==> config.mk <==
export PLATFORM = sky130hd
export DESIGN_NAME = udp_recv_mp
export DESIGN_NICKNAME = d
export VERILOG_FILES = /design/src/rtl/udp_recv_mp.sv
export SDC_FILE = /design/constraint.sdc
export NUM_CORES = 1
export LEC_CHECK = 0
export ABC_AREA = 1
export BUFFER_PORTS_ARGS = -buffer_cell sky130_fd_sc_hd__buf_2
export CAP_MARGIN = 10
export CORE_MARGIN = 5
export CORE_UTILIZATION = 45
export DETAILED_ROUTE_END_ITERATION = 7
export GPL_ROUTABILITY_DRIVEN = 1
export PLACE_DENSITY_LB_ADDON = 0.3
export SLEW_MARGIN = 10
export SYNTH_ARGS = -nofsm -noshare
export SYNTH_HDL_FRONTEND = slang
export SYNTH_SLANG_ARGS = --single-unit
==> constraint.sdc <==
create_clock -name clock -period 1.69 [get_ports clock]
set_clock_uncertainty 0.1 [all_clocks]
set_input_delay 0.338 -clock clock [delete_from_list [all_inputs] [get_ports clock]]
set_output_delay 0.338 -clock clock [all_outputs]
set_load 0.01 [all_outputs]
==> src/rtl/udp_recv_mp.sv <==
// udp_recv_mp : multi-port UDP header parser and payload qualifier.
//
// Consumes the UDP header + payload byte stream delivered by ip_recv while
// rx_enable is high. Filters on destination IP / broadcast / DHCP rules,
// decodes the destination port against NUM_PORTS contiguous listening ports
// starting at PORT_BASE, flags payload bytes and checks the length field.
//
// Ports:
//   clock, reset            rising-edge clock, synchronous active-high reset
//   rx_enable, data         byte stream of one packet (rx_enable low between packets)
//   to_ip, broadcast        destination IP / broadcast flag of the packet
//   dhcp_enable             DHCP client running
//   remote_mac, remote_ip   source addresses of the packet
//   local_ip                this board's IP
//   active, dhcp_active     current byte is payload (normal / DHCP), combinational
//   payload_first/_last     first / final payload byte markers, combinational
//   port_hit, port_index    one-hot / binary listening-port match, held per packet
//   to_port                 destination port
//   udp_destination_*       latched reply address (source IP/MAC/port)
//   pkt_done, len_error     one-cycle completion / length-error pulses
//   drop_count, err_count   wrapping statistics counters
module udp_recv_mp #(
   parameter int NUM_PORTS  = 4,
   parameter int PORT_BASE  = 1024,
   parameter int BCAST_PORT = 1024,
   parameter int DHCP_PORT  = 68,
   parameter int LEN_W      = 11,
   parameter int CNT_W      = 16
) (
   input  logic                 clock,
   input  logic                 reset,
   input  logic                 rx_enable,
   input  logic [7:0]           data,
   input  logic [31:0]          to_ip,
   input  logic                 broadcast,
   input  logic                 dhcp_enable,
   input  logic [47:0]          remote_mac,
   input  logic [31:0]          remote_ip,
   input  logic [31:0]          local_ip,
   output logic                 active,
   output logic                 dhcp_active,
   output logic                 payload_first,
   output logic                 payload_last,
   output logic [NUM_PORTS-1:0] port_hit,
   output logic [3:0]           port_index,
   output logic [15:0]          to_port,
   output logic [31:0]          udp_destination_ip,
   output logic [47:0]          udp_destination_mac,
   output logic [15:0]          udp_destination_port,
   output logic                 pkt_done,
   output logic                 len_error,
   output logic [CNT_W-1:0]     drop_count,
   output logic [CNT_W-1:0]     err_count
);

   typedef enum logic [2:0] {
      S_IDLE    = 3'd0,
      S_PORT    = 3'd1,
      S_HDR     = 3'd2,
      S_PAYLOAD = 3'd3,
      S_DONE    = 3'd4
   } state_t;

   localparam logic [15:0] LEN_MAX = 16'((32'd1 << LEN_W) - 32'd1);

   state_t               state, state_nx;
   logic [LEN_W-1:0]     byte_no_r;
   logic [LEN_W-1:0]     len_r;
   logic [7:0]           len_hi_r;
   logic [15:0]          src_port_r;
   logic                 dhcp_flag_r;
   logic [15:0]          len_field;
   logic                 dhcp_match, filter_drop, len_bad;
   logic                 drop_ev, lenerr_ev, done_ev;
   logic [NUM_PORTS-1:0] hit_vec;
   logic [3:0]           hit_idx;

   // Length field is complete when its low byte is on the bus (byte 6);
   // anything beyond the byte counter range is treated as illegal.
   assign len_field = {len_hi_r, data};
   assign len_bad   = (len_field < 16'd8) || (len_field > LEN_MAX);

   // DHCP acceptance takes precedence over the address filters.
   assign dhcp_match  = (to_port == 16'(DHCP_PORT)) && dhcp_enable;
   assign filter_drop = !dhcp_match &&
                        ((broadcast && (to_port != 16'(BCAST_PORT))) ||
                         (!broadcast && (to_ip != local_ip)));

   // Listening-port decode: one-hot vector plus its binary index.
   always_comb begin
      hit_vec = '0;
      hit_idx = 4'd0;
      for (int i = 0; i < NUM_PORTS; i++) begin
         if (to_port == 16'(PORT_BASE + i)) begin
            hit_vec[i] = 1'b1;
            hit_idx    = 4'(i);
         end else begin
            hit_vec[i] = 1'b0;
         end
      end
   end

   // FSM state register.
   always_ff @(posedge clock) begin
      if (reset) begin
         state <= S_IDLE;
      end else begin
         state <= state_nx;
      end
   end

   // FSM next-state logic and per-byte events.
   always_comb begin
      state_nx  = state;
      drop_ev   = 1'b0;
      lenerr_ev = 1'b0;
      done_ev   = 1'b0;
      if (!rx_enable) begin
         state_nx = S_IDLE;
         // The FSM leaves PAYLOAD on the final byte, so still being here
         // when the stream stops means the packet was truncated.
         if (state == S_PAYLOAD) begin
            lenerr_ev = 1'b1;
         end else begin
            lenerr_ev = 1'b0;
         end
      end else begin
         case (state)
            S_IDLE:  state_nx = S_PORT;
            S_PORT:  state_nx = S_HDR;
            S_HDR: begin
               if ((byte_no_r == LEN_W'(5)) && filter_drop) begin
                  state_nx = S_DONE;
                  drop_ev  = 1'b1;
               end else if ((byte_no_r == LEN_W'(6)) && len_bad) begin
                  state_nx  = S_DONE;
                  lenerr_ev = 1'b1;
               end else if (byte_no_r == LEN_W'(8)) begin
                  if (len_r == LEN_W'(8)) begin
                     state_nx = S_DONE;
                     done_ev  = 1'b1;
                  end else begin
                     state_nx = S_PAYLOAD;
                  end
               end else begin
                  state_nx = S_HDR;
               end
            end
            S_PAYLOAD: begin
               if (byte_no_r == len_r) begin
                  state_nx = S_DONE;
                  done_ev  = 1'b1;
               end else begin
                  state_nx = S_PAYLOAD;
               end
            end
            S_DONE:  state_nx = S_DONE;
            default: state_nx = S_IDLE;
         endcase
      end
   end

   // FSM outputs: payload qualifiers for the byte currently on the bus.
   always_comb begin
      active        = 1'b0;
      dhcp_active   = 1'b0;
      payload_first = 1'b0;
      payload_last  = 1'b0;
      if ((state == S_PAYLOAD) && rx_enable) begin
         active        = !dhcp_flag_r;
         dhcp_active   = dhcp_flag_r;
         payload_first = (byte_no_r == LEN_W'(9));
         payload_last  = (byte_no_r == len_r);
      end else begin
         active = 1'b0;
      end
   end

   // Header capture, byte counter, pulses and statistics.
   always_ff @(posedge clock) begin
      if (reset) begin
         byte_no_r            <= '0;
         len_r                <= '0;
         len_hi_r             <= 8'd0;
         src_port_r           <= 16'd0;
         dhcp_flag_r          <= 1'b0;
         port_hit             <= '0;
         port_index           <= 4'd0;
         to_port              <= 16'd0;
         udp_destination_ip   <= 32'd0;
         udp_destination_mac  <= 48'd0;
         udp_destination_port <= 16'd0;
         pkt_done             <= 1'b0;
         len_error            <= 1'b0;
         drop_count           <= '0;
         err_count            <= '0;
      end else begin
         pkt_done  <= done_ev;
         len_error <= lenerr_ev;
         if (drop_ev) begin
            drop_count <= drop_count + CNT_W'(1);
         end else begin
            drop_count <= drop_count;
         end
         if (lenerr_ev) begin
            err_count <= err_count + CNT_W'(1);
         end else begin
            err_count <= err_count;
         end
         if (rx_enable) begin
            case (state)
               S_IDLE: begin
                  src_port_r[15:8] <= data;
                  dhcp_flag_r      <= 1'b0;
                  port_hit         <= '0;
                  port_index       <= 4'd0;
               end
               S_PORT: begin
                  src_port_r[7:0] <= data;
                  byte_no_r       <= LEN_W'(3);
               end
               S_HDR: begin
                  byte_no_r <= byte_no_r + LEN_W'(1);
                  case (byte_no_r)
                     LEN_W'(3): to_port[15:8] <= data;
                     LEN_W'(4): to_port[7:0]  <= data;
                     LEN_W'(5): begin
                        len_hi_r    <= data;
                        dhcp_flag_r <= dhcp_match;
                        port_hit    <= hit_vec;
                        port_index  <= hit_idx;
                     end
                     LEN_W'(6): len_r <= len_field[LEN_W-1:0];
                     LEN_W'(8): begin
                        udp_destination_ip   <= remote_ip;
                        udp_destination_mac  <= remote_mac;
                        udp_destination_port <= src_port_r;
                     end
                     default: len_hi_r <= len_hi_r;
                  endcase
               end
               S_PAYLOAD: byte_no_r <= byte_no_r + LEN_W'(1);
               default:   byte_no_r <= byte_no_r;
            endcase
         end else begin
            byte_no_r <= byte_no_r;
         end
      end
   end

endmodule

==> Word level (Yosys, flattened, before mapping) <==
Cells that the tools add are included.
{ "totals": {"latch_bits": 0, "output_inout_bits": 158, "rom_bits": 0, "memories": 0, "ram_bits": 0, "register_bits": 204, "inputBits": 157} }
{ "classes": {"order_cmp": 2, "muxes": 38, "shift": 0, "n_bitwise": 1, "div_mod_pow": 0, "addsub": 3, "n_eq_ne": 20, "mul": 0, "reduce_logical": 26} }
{ "op_table": {"columns": ["op", "n"], "rows": [
  ["== test 16 x 11 -> 1 bit (second input constant)", 4],
  ["== test 11 x 3 -> 1 bit (second input constant)", 3],
  ["== test 11 x 4 -> 1 bit (second input constant)", 3],
  ["adder 16 x 1 -> 16 bit (second input constant)", 2],
  ["!= test 32 bit", 1],
  ["2-to-1 mux 1 bit", 23],
  ["case mux 11 bit (2 select lines)", 1],
  ["AND reduction 3 bit", 6],
  ["== test 16 x 7 -> 1 bit (second input constant)", 1],
  ["greater-than comparator 16 x 11 -> 1 bit (second input constant)", 1],
  ["< comparator 16 x 4 -> 1 bit (second input constant)", 1],
  ["2-to-1 mux 4 bit", 4],
  ["!= test 16 x 11 -> 1 bit (second input constant)", 1],
  ["case mux 4 bit (2 select lines)", 2],
  ["2-to-1 mux 3 bit", 5],
  ["case mux 3 bit (5 select lines)", 1],
  ["adder 11 x 1 -> 11 bit (second input constant)", 1],
  ["== test 11 bit", 1],
  ["== test 11 x 2 -> 1 bit (second input constant)", 1],
  ["logical AND 1 bit", 7],
  ["== test 3 x 2 -> 1 bit (second input constant)", 2],
  ["AND reduction 2 bit", 3],
  ["case mux 1 bit (2 select lines)", 2],
  ["nonzero test 2 bit", 2],
  ["other kinds (8)", 12]
]} }

==> Depth between registers and ports, before layout <==
Gate-level depths: netlist (run 1).
{ "logic_depth": {"ltp_word": 8, "mapped_depth": 15, "ltp_nobuf": 15} }

==> Worst setup path after synthesis (run 1) <==
Ideal clock, no wire load.
{ "synth_path": {"path_type": "flip-flop to flip-flop", "from": "register byte_no_r[1]", "to": "register err_count[7]", "path_buffers": 1, "setup_ps": 132, "setup_slack_ps": -134, "arrival_ps": 1592, "stages_incl_launch_ff": 13, "period_less_slack_ps": 1824, "t_required_ps": 1458, "path_cell_list": "dfxtp_1 inv_1 ha_1 inv_1 nor3_2 nand2_1 nor2_2 nand2_1 nand2_4 nand2_2 buf_6 nand2_1 a21oi_1"} }
{ "synth_via": {"elab_chain_len": 6} }
{ "synth_rtl": {"columns": ["item", "line", "source"], "rows": [
  ["start, declared", "67", "logic [LEN_W-1:0] byte_no_r;"],
  ["start signal, assigned", "223", "byte_no_r <= byte_no_r + LEN_W'(1);"],
  ["start signal, assigned", "242", "S_PAYLOAD: byte_no_r <= byte_no_r + LEN_W'(1);"],
  ["start signal, assigned", "243", "default: byte_no_r <= byte_no_r;"],
  ["== test 11 x 3 -> 1 bit", "135", "end else if ((byte_no_r == LEN_W'(6)) && len_bad) begin"],
  ["logical AND 1 bit", "135", null],
  ["2-to-1 mux 1 bit", "135", null],
  ["2-to-1 mux 1 bit (*)", "132", "if ((byte_no_r == LEN_W'(5)) && filter_drop) begin"],
  ["2-to-1 mux 1 bit (*)", "128", "case (state)"],
  ["2-to-1 mux 1 bit (*)", "118", "if (!rx_enable) begin"],
  ["end signal, assigned", "206", "err_count <= err_count + CNT_W'(1);"],
  ["end signal, assigned", "208", "err_count <= err_count;"],
  ["end, declared", "53", "output logic [CNT_W-1:0] err_count"]
]} }
Mark *: on every way between the ends. The rest lies on a longest branch, timed or not.
A chain may end at the register's enable or synchronous reset.

==> Worst setup path after layout (run 1) <==
{ "layout_path": {"from": "register byte_no_r[0]", "to": "output port payload_last"} }
{ "layout_via": {"elab_chain_len": 2} }
{ "layout_rtl": {"columns": ["item", "line", "source"], "rows": [
  ["== test 11 bit", "173", "payload_last = (byte_no_r == len_r);"],
  ["2-to-1 mux 1 bit", "169", "if ((state == S_PAYLOAD) && rx_enable) begin"],
  ["end, declared", "43", "output logic payload_last,"]
]} }
No other way between the ends.

==> results.py, run 1 <==
metrics = {
    "die": {
        "rows": 51,
        "pin_count": 315,
        "dieArea_um2": 22900,
        "die_h_um": 151,
        "fp.coreArea_um2": 19500,
        "die_x_um": 151,
        "initial_core_util_pct": 46.0,
    },
    "sta": {
        "rsz0062_at_grt": "yes",
        "report.final.slew_viol_count": 0,
        "final.min_clock_period_ns": 2.31,
        "fin_ws_ns": -0.622,
        "setup_violations": 187,
        "hold_violations": 0,
        "slew-limit-headroom_pct": 59.5,
        "worst-slew-pin-transition_ns": 0.608,
        "fmax_mhz": 433,
        "finalCritPeriodShare_pct": 137,
    },
    "synthesis": {
        "synth_edf_count": 0,
        "netlist-cell-type-count": 36,
        "synth_ff_type": "dfxtp_1",
        "yosysSeqAreaShare_pct": 45.0,
        "synth_area_leaders": "dfxtp_1 (45%), o21ai_0 (8.4%), nor2_1 (7.2%), nand2_1 (6.6%), nor3_1 (6.2%)",
        "synth_largest_area_cell": "dfxtp_1",
        "syn_avg_cell_area_um2": 7.31,
        "synth_cells": 1229,
        "yosysWarnings": 0,
        "yosys_register_bits": 202,
        "yosysTopAreaCellShare_pct": 45.0,
        "async_flop_share_pct": 0,
        "synth_area_um2": 8980,
        "ys_top_cells_by_count": "dfxtp_1 (202), nor2_1 (172), nand2_1 (158), o21ai_0 (150), nor3_1 (112)",
        "synth_most_common_cell": "dfxtp_1",
    },
    "routing": {
        "wire_per_inst_um": 22.7,
        "vias": 12199,
        "drc_errors": 0,
        "drt_iter0_drc": 1357,
        "routed_via_density": 5.86,
        "dr.pass1.iters": 5,
        "drt.antenna.violating_nets": 0,
        "wirelength_mm": 47.2,
    },
    "worst_setup_path": {
        "crit_path_end_kind": "output port",
        "ff2ff_setup_slack_ns": -0.54,
        "crit_path_end": "payload_last",
        "crit_start": "byte_no_r[0]",
        "r2r_cells": 15,
        "critPathKind": "reg2out",
        "timing.rr.start": "state[2]",
        "r2r_end": "udp_destination_port[1]",
        "cp-start-kind": "flip-flop",
        "arrival_ns": 1.87,
        "worstPathMaxFanout": 2,
        "cp_data_required_time_ns": 1.25,
    },
    "place": {
        "place_ws_ns": -0.279,
        "finalWeightedCongestion": 0.933,
        "place.port_buffers": 312,
        "hpwlAfterDp_mm": 20.9,
    },
    "layout": {
        "synthToLayoutAreaGrowth_pct": 79.7,
        "layout-drive-gt1-share_pct": 47.8,
        "finalNetCount": 1964,
    },
    "worst_hold_path": {
        "hold_start": "remote_mac[13]",
        "hold_path.class": "in2reg",
    },
    "clocking": {
        "htreeDepth": 1,
        "clock_path_buffers": 3,
        "clock_sinks": 202,
        "cts_tree": "done",
        "worstSkewPairLatency_ns": 0.51,
        "root_buffer": "clkbuf_16",
        "cts_made_buffers": 22,
        "clk_pin_slew_ns": 0.07,
    },
    "power": {
        "p_int_mw": 8.70,
        "pwr_density_cell_nw_per_um2": 704,
        "p_sw_mw": 2.66,
        "power_frac_clock_pct": 48.5,
        "leakagePower_nw": 7.22,
        "switching_share_pct": 23.4,
        "p_comb_share_pct": 9.0,
        "total_power_mw": 11.4,
        "irDropWorstVdd_mv": 0.811,
        "power_frac_seq_pct": 42.5,
    },
    "global_routing": {
        "track_usage_pct": 32.6,
        "antenna_found_initial": 3,
        "busiest_layer": "met2",
        "met2_usage_pct": 57.1,
        "grt_max_degree": 66,
        "grt-ovfl-total": 0,
        "grt_use_met3_pct": 7.21,
        "grt_pass1_vias": 11445,
        "grt_pass1_wl_mm": 59.8,
        "met1_usage_pct": 37.3,
    },
    "job": {
        "drv_cap": 0,
    },
    "run_status": {
        "failed_checks": "setup timing",
        "status": "finished, violations left",
    },
}
-- critical path, cell delays in order (launching register included) --
cell and delay [ns]:
dfxtp_4 0.34, buf_4 0.14, xnor2_1 0.17, nand3_1 0.09, a21oi_1 0.19, nand4_1 0.16, nor2_2 0.14, buf_2 0.15
-- sequential cells by signal, summed over array words and instances, names as in the netlist --
signal and flops:
udp_destination_port 16, udp_destination_mac 48, udp_destination_ip 32, state 3, byte_no_r 11, err_count 16, len_hi_r 8, len_r 11
dhcp_flag_r 1, pkt_done 1, to_port 16, port_index 2, port_hit 4, len_error 1, drop_count 16, src_port_r 16
-- through the flow --
| step | instances | util, % | setup TNS [ns] | area (µm²) | hold slack [ns] |
|---|---|---|---|---|---|
| after floorplan | 1230 | - | -0.374 | 9050 | 0.339 |
| after global placement | 1889 | 60.8 | -17.69 | 11900 | 0.333 |
| after detailed placement | 1889 | 60.8 | -20.61 | 11900 | 0.339 |
| final | 2083 | 82.6 | -59.24 | 16100 | 0.0282 |
| after CTS | 2073 | 78.1 | -38.01 | 15200 | 0.00112 |
| after global routing | 2082 | 82.6 | -70.68 | 16100 | 0.0364 |
-- cell families after synthesis --
family / count (synthesis) / share of synthesized area, %
compound gates: 261 / 15.0
flops: 202 / 45.0
buf+inv: 180 / 8.16
other cells: 1 / 0.0418
xor+xnor: 47 / 4.58
fa+ha+maj: 6 / 0.836
simple gates: 532 / 26.3
-- cell type report --
type / count / area, µm²
timing repair buffer: 610 / 4780
clock buffer: 30 / 641
sequential: 202 / 4060
inverter: 116 / 449
fill: 972 / 3390
antenna: 2 / 5.00
tap: 265 / 332
clock inverter: 9 / 184
multi-input combinational: 849 / 5690
-- power by group through the flow --
stage | Combinational [mW] | Clock (mW) | Sequential, mW
2_1_floorplan | 0.275 | 0 | 4.92
3_3_place_gp | 0.604 | 0 | 4.92
3_5_place_dp | 0.612 | 0 | 4.92
4_1_cts | 0.845 | 5.41 | 4.82
5_1_grt | 1.07 | 5.69 | 4.83
6_report | 1.02 | 5.51 | 4.83
-- cells in the final DEF, fill, tap and decap left out, drive strengths merged, types with 32 or more instances in the layout --
cell type | netlist | final
nor2 | 180 | 180
buf | 20 | 532
nand3 | 48 | 48
o21ai | 156 | 156
clkbuf | 44 | 32
dlygate4sd3 | 0 | 76
nand2 | 161 | 162
a21oi | 90 | 90
dfxtp | 202 | 202
nor3 | 114 | 114
inv | 116 | 115
-- per-layer routing --
| metal | vias up | wire [µm] | part of all wire, % |
|---|---|---|---|
| met1 | 5535 | 15800 | 33 |
| met2 | 1074 | 21700 | 46 |
| met3 | 370 | 5600 | 12 |
| met5 | - | 39 | 0.083 |
| li1 | 5216 | - | - |
| met4 | 4 | 4090 | 8.6 |
-- how the worst min path moves through the flow --
stage                                          to  cells after the start  slack (ns)
after global placement                port_hit[1]                      2        0.33
after global routing      udp_destination_mac[13]                      3        0.04
after floorplan                      byte_no_r[0]                      1        0.34
after detailed placement              port_hit[1]                      2        0.34
after CTS                 udp_destination_mac[13]                      3       0.001
final                     udp_destination_mac[13]                      3        0.03
-- repair_timing --
| action | CTS | global route |
|---|---|---|
| setup buffers | 52 | 25 |
| gates cloned | 22 | 3 |
| endpoints found under the setup margin | 170 | 199 |
| hold endpoints to repair | 76 | 0 |
| pin swaps | 86 | 128 |
| resized for setup | 298 | 275 |
| hold buffers | 76 | 0 |
No activity file was read; power rests on OpenSTA's default activity.
==> run 2: changes to the inputs <==
Settings changed: SKIP_CTS_REPAIR_TIMING from default to 1.
==> run 2 against run 1 <==
Against the previous run: the run ends with hold timing, setup timing left; non-clock buffer count fell by 37; critical path depth rose by 2; routed wire length fell by 22%; die area did not move; cell area fell by 5.5%; fmax fell by 1.9%; register-to-register slack improved by 0.14 ns; cell count fell by 1.8%; global-route usage fell by 9.5 points; clock power fell by 2%; worst hold slack got worse by 0.062 ns; critical endpoint unchanged; largest cell class unchanged.
==> results.py, run 2 (same netlist as run 1, synthesis figures left out) <==
metrics = {
    "worst_setup_path": {
        "critPathKind": "reg2out",
        "cp_data_required_time_ns": 1.25,
        "slowest_delay_ns": 0.35,
        "critPathSlowestCell": "dfxtp_1",
        "cp-start-kind": "flip-flop",
        "arrival_ns": 1.92,
        "worstPathMaxFanout": 3,
        "cp_cell_sequence": "buf_4, inv_1, nand2_1, nand4_1, nor3_2, buf_4, nand4_1, nor2_2, buf_2",
        "crit_path_end_kind": "output port",
    },
    "routing": {
        "drc_errors": 0,
        "wire_per_inst_um": 18.0,
        "routed_via_density": 5.35,
        "dr.pass1.iters": 5,
        "drt.antenna.violating_nets": 0,
        "wirelength_mm": 36.8,
        "vias": 10939,
        "drt_iter0_drc": 705,
    },
    "clocking": {
        "cts_made_buffers": 22,
        "clk_pin_slew_ns": 0.06,
        "root_buffer": "clkbuf_16",
        "clock_sinks": 202,
        "worstSkewPairLatency_ns": 0.51,
        "clock_path_buffers": 3,
        "htreeDepth": 1,
        "cts_tree": "done",
    },
    "sta": {
        "worst-slew-pin-transition_ns": 0.670,
        "rsz0062_at_grt": "yes",
        "final.min_clock_period_ns": 2.36,
        "hold_violations": 6,
        "fmax_mhz": 424,
        "whs_ns": -0.0339,
        "report.final.slew_viol_count": 0,
        "finalCritPeriodShare_pct": 139,
        "slew-limit-headroom_pct": 54.9,
        "setup_violations": 185,
        "fin_ws_ns": -0.666,
    },
    "die": {
        "die_h_um": 151,
        "fp.coreArea_um2": 19500,
        "die_x_um": 151,
        "initial_core_util_pct": 46.0,
        "dieArea_um2": 22900,
        "pin_count": 315,
        "rows": 51,
    },
    "power": {
        "pwr_density_cell_nw_per_um2": 728,
        "irDropWorstVdd_mv": 0.863,
        "leakagePower_nw": 6.80,
    },
    "global_routing": {
        "antenna_found_initial": 3,
        "grt_max_degree": 66,
        "grt_pass1_wl_mm": 43.8,
        "grt-ovfl-total": 0,
        "track_usage_pct": 23.1,
        "grt_pass1_vias": 9195,
    },
    "layout": {
        "most-common-layout-cells": "buf_2 (312), dfxtp_1 (194), nor2_1 (147), nand2_1 (130), buf_4 (128)",
        "layout-drive-gt1-share_pct": 46.3,
        "synthToLayoutAreaGrowth_pct": 69.8,
        "fin_util_pct": 78.1,
        "largestRegisters": "udp_destination_mac x48, udp_destination_ip x32",
        "finalNetCount": 1927,
        "regMostFlops": "udp_destination_mac",
        "largest_reg_flops": 48,
        "layout_commonest_cell": "buf_2",
        "fillers": 1238,
    },
    "worst_hold_path": {
        "hold_path.class": "in2reg",
    },
    "job": {
        "drv_cap": 0,
    },
    "run_status": {
        "failed_checks": "hold timing, setup timing",
        "status": "finished, violations left",
    },
    "place": {
        "place_ws_ns": -0.279,
        "finalWeightedCongestion": 0.933,
        "place.port_buffers": 312,
        "hpwlAfterDp_mm": 20.9,
    },
}
[run 2: metal layers]
metal | vias to the layer above | GRT usage [%] | share of wire, %
li1 | 5159 | - | -
met1 | 5067 | 28.3 | 36
met2 | 583 | 40.4 | 50
met3 | 126 | 5.80 | 9.4
met4 | 4 | 5.89 | 3.9
met5 | - | 0 | 0.065
[run 2: report_power, final]
part | internal [mW] | total [mW] | leakage, nW | switching, mW
clock network | 3.42 | 5.41 | 0.402 | 1.99
logic | 0.430 | 0.878 | 4.76 | 0.448
registers | 4.79 | 4.82 | 1.63 | 0.0236
total | 8.64 | 11.1 | 6.80 | 2.47
[run 2: final cells by class]
type                            instances  area, µm²  area share, %
Clock buffer                           30        641           4.20
Clock inverter                          9        184           1.21
Sequential cell                       202       4060           26.6
Antenna cell                            1       2.50         0.0164
Tap cell                              265        332           2.17
Timing Repair Buffer                  573       4280           28.0
Inverter                              116        454           2.98
Multi-Input combinational cell        849       5300           34.7
[run 2: through the flow]
step | cell area, µm² | total power, mW | TNS (ns) | std cells | hold WS [ns]
2_1_floorplan | 9050 | 5.20 | -0.374 | 1230 | 0.339
3_3_place_gp | 11900 | 5.53 | -17.69 | 1889 | 0.333
3_5_place_dp | 11900 | 5.54 | -20.61 | 1889 | 0.339
4_1_cts | 12700 | 10.8 | -18.28 | 1928 | -0.0490
5_1_grt | 15300 | 11.4 | -63.69 | 2045 | 0.00408
6_report | 15300 | 11.1 | -50.58 | 2045 | -0.0339
[run 2: critical path: cells and delay by family (launching register included)]
family / cells / cell delay [ns]
and+or+nand+nor: 5 / 0.60
buffers and inverters: 4 / 0.46
DFF: 1 / 0.35
[run 2: final timing paths]
| path | from | to | slack, ns | depth (start not counted) |
|---|---|---|---|---|
| worst max-delay path | byte_no_r[8] | payload_last | -0.67 | 9 |
| worst min-delay path | remote_mac[20] | udp_destination_mac[20] | -0.03 | 3 |
| worst max register to register | byte_no_r[10] | drop_count[7] | -0.40 | 10 |
| worst min register to register | port_hit[0] | port_hit[0] | 0.37 | 2 |
==> run 3: changes to the inputs <==
--- a/config.mk
+++ b/config.mk
@@ -11,3 +11,3 @@
 export CORE_MARGIN = 5
-export CORE_UTILIZATION = 45
+export CORE_UTILIZATION = 50
 export DETAILED_ROUTE_END_ITERATION = 7
==> constraint.sdc (replaced) <==
create_clock -name clock -period 2.2 [get_ports clock]
set_clock_uncertainty 0.1 [all_clocks]
set_input_delay 0.22 -clock clock [delete_from_list [all_inputs] [get_ports clock]]
set_output_delay 0.22 -clock clock [all_outputs]
set_load 0.01 [all_outputs]
==> run 3 against run 2 <==
Against the previous run: the flow finishes with violations (hold timing); setup slack better by 0.75 ns; die area down 9.3%; sequential cell count unchanged; power down 32%; clock power down 39%; count of clock-buffer cells in the layout unchanged; critical endpoint is now udp_destination_mac[30].
==> results.py, run 3 (same netlist as run 1, synthesis figures left out) <==
metrics = {
    "die": {
        "die_x_um": 144,
        "dieArea_um2": 20700,
        "fp.coreArea_um2": 17800,
        "die_h_um": 144,
        "pin_count": 315,
        "rows": 49,
        "initial_core_util_pct": 50.3,
    },
    "worst_setup_path": {
        "cp_data_required_time_ns": 2.52,
        "worstPathMaxFanout": 81,
        "cp.buffers_inverters": 4,
        "worst_path_most_repeated_cell": "nor2_4",
        "critPathSlowestCell": "dfxtp_1",
        "crit_family": "simple AND/OR/NAND/NOR gates",
        "r2r_cells": 10,
        "cp-start-kind": "flip-flop",
        "ff2ff_setup_slack_ns": 0.08,
        "arrival_ns": 2.44,
        "timing.rr.start": "state[2]",
        "critPathKind": "reg2reg",
        "cp_cell_sequence": "inv_2, nand2_2, nor2_4, inv_2, nor2_4, clkinv_2, nor2_4, buf_12, o21ai_0, nor2_1",
        "crit_path_end_kind": "flip-flop",
        "slowest_delay_ns": 0.33,
        "r2r_end": "udp_destination_mac[30]",
    },
    "global_routing": {
        "grt_max_degree": 97,
        "grt-ovfl-total": 0,
        "grt_pass1_wl_mm": 42.1,
        "track_usage_pct": 24.5,
        "grt_pass1_vias": 8721,
        "antenna_found_initial": 1,
    },
    "sta": {
        "rsz0062_at_grt": "yes",
        "final.min_clock_period_ns": 2.12,
        "fmax_mhz": 472,
        "report.final.slew_viol_count": 0,
        "finalCritPeriodShare_pct": 96.4,
        "worst-slew-pin-transition_ns": 0.575,
        "setup_violations": 0,
        "whs_ns": -0.0544,
        "slew-limit-headroom_pct": 61.7,
        "hold_violations": 4,
    },
    "clocking": {
        "clock_path_buffers": 3,
        "clock_sinks": 202,
        "clk_pin_slew_ns": 0.06,
        "worstSkewPairLatency_ns": 0.50,
        "root_buffer": "clkbuf_16",
        "htreeDepth": 1,
        "cts_tree": "done",
        "cts_made_buffers": 21,
    },
    "layout": {
        "largest_reg_flops": 48,
        "largestRegisters": "udp_destination_mac x48, udp_destination_ip x32",
        "fillers": 1419,
        "instances_no_fill": 1852,
        "layout_commonest_cell": "buf_2",
        "most-common-layout-cells": "buf_2 (312), dfxtp_1 (201), nor2_1 (170), nand2_1 (158), o21ai_0 (150)",
        "finalNetCount": 1774,
        "regMostFlops": "udp_destination_mac",
        "synthToLayoutAreaGrowth_pct": 37.0,
        "layout-drive-gt1-share_pct": 24.8,
    },
    "power": {
        "pwr_density_cell_nw_per_um2": 614,
        "power_frac_seq_pct": 49.0,
        "leakagePower_nw": 5.73,
        "switching_share_pct": 22.5,
        "p_sw_mw": 1.70,
        "p_int_mw": 5.86,
        "p_comb_share_pct": 7.5,
        "irDropWorstVdd_mv": 0.467,
        "power_frac_clock_pct": 43.5,
    },
    "routing": {
        "drt.antenna.violating_nets": 0,
        "drc_errors": 0,
        "wirelength_mm": 29.9,
        "wire_per_inst_um": 16.2,
        "drt_iter0_drc": 719,
        "vias": 9829,
        "dr.pass1.iters": 5,
        "routed_via_density": 5.31,
    },
    "worst_hold_path": {
        "hold_path.class": "in2reg",
        "hold_start": "data[1]",
        "min_to": "to_port[1]",
        "holdPathStages": 3,
    },
    "place": {
        "dp_cells": 1730,
        "finalWeightedCongestion": 0.917,
        "place.port_buffers": 312,
        "hpwlAfterDp_mm": 19.3,
    },
    "run_status": {
        "status": "finished, violations left",
        "failed_checks": "hold timing",
    },
    "job": {
        "drv_cap": 0,
    },
}
[run 3: cell types whose count changed in the layout (fill, tap and decap cells not counted), moves of 14 or more]
cell / change
buf_6: -31
o21ai_2: -112
dlygate4sd3_1: +19
buf_4: -107
a21oi_2: -20
a21oi_1: +20
nor3_1: +14
nor2_1: +23
o21ai_0: +119
nand2_2: -18
nand2_1: +28
[run 3: worst max path at each step]
stage                               to           from  cells past startpoint  slack, ns
6_report       udp_destination_mac[30]       state[2]                     10       0.08
5_1_grt        udp_destination_mac[37]       state[2]                     10      -0.03
4_1_cts                  payload_first  byte_no_r[10]                      6       -0.1
3_5_place_dp              err_count[6]   byte_no_r[1]                     11       0.20
3_3_place_gp               len_hi_r[6]       state[2]                      9       0.27
2_1_floorplan             err_count[7]   byte_no_r[1]                     12       0.38
[run 3: power groups by stage]
stage                     combinational, mW  clock, mW  sequential, mW
final                                 0.570       3.29            3.70
after global routing                  0.620       3.49            3.70
after global placement                0.426          0            3.78
after CTS                             0.436       3.33            3.70
after floorplan                       0.208          0            3.78
after detailed placement              0.433          0            3.78
[run 3: per-layer routing]
metal | vias up | part of all wire [%] | track usage (%)
li1 | 4804 | - | -
met3 | 75 | 9.3 | 6.88
met5 | - | 0 | 0
met1 | 4498 | 39 | 29.8
met2 | 452 | 47 | 41.2
met4 | 0 | 3.8 | 9.42
[run 3: cell type report]
class / instances / area, µm² / share of cell area [%]
multi-input combinational: 848 / 4260 / 34.6
tap: 229 / 287 / 2.33
clock inverter: 3 / 22.5 / 0.183
antenna: 2 / 5.00 / 0.0407
inverter: 116 / 438 / 3.56
sequential: 202 / 4050 / 32.9
clock buffer: 30 / 599 / 4.87
timing repair buffer: 422 / 2650 / 21.5
[run 3: worst reg2reg max path, stage by stage (launching register included)]
cell and delay [ns]:
dfxtp_1 0.33, inv_2 0.09, nand2_2 0.11, nor2_4 0.13, inv_2 0.07, nor2_4 0.13, clkinv_2 0.20, nor2_4 0.21
buf_12 0.29, o21ai_0 0.21, nor2_1 0.18
[run 3: stage by stage]
stage | TNS (ns) | utilization, % | worst slack (ns) | area [µm²] | power (mW)
after CTS | -0.172 | 63.8 | -0.0987 | 11400 | 7.47
after global placement | 0 | 60.4 | 0.268 | 10800 | 4.21
after detailed placement | 0 | 60.4 | 0.200 | 10800 | 4.22
after floorplan | 0 | - | 0.376 | 8980 | 3.99
after global routing | -0.0471 | 68.9 | -0.0333 | 12300 | 7.81
final | 0 | 69.0 | 0.0795 | 12300 | 7.56
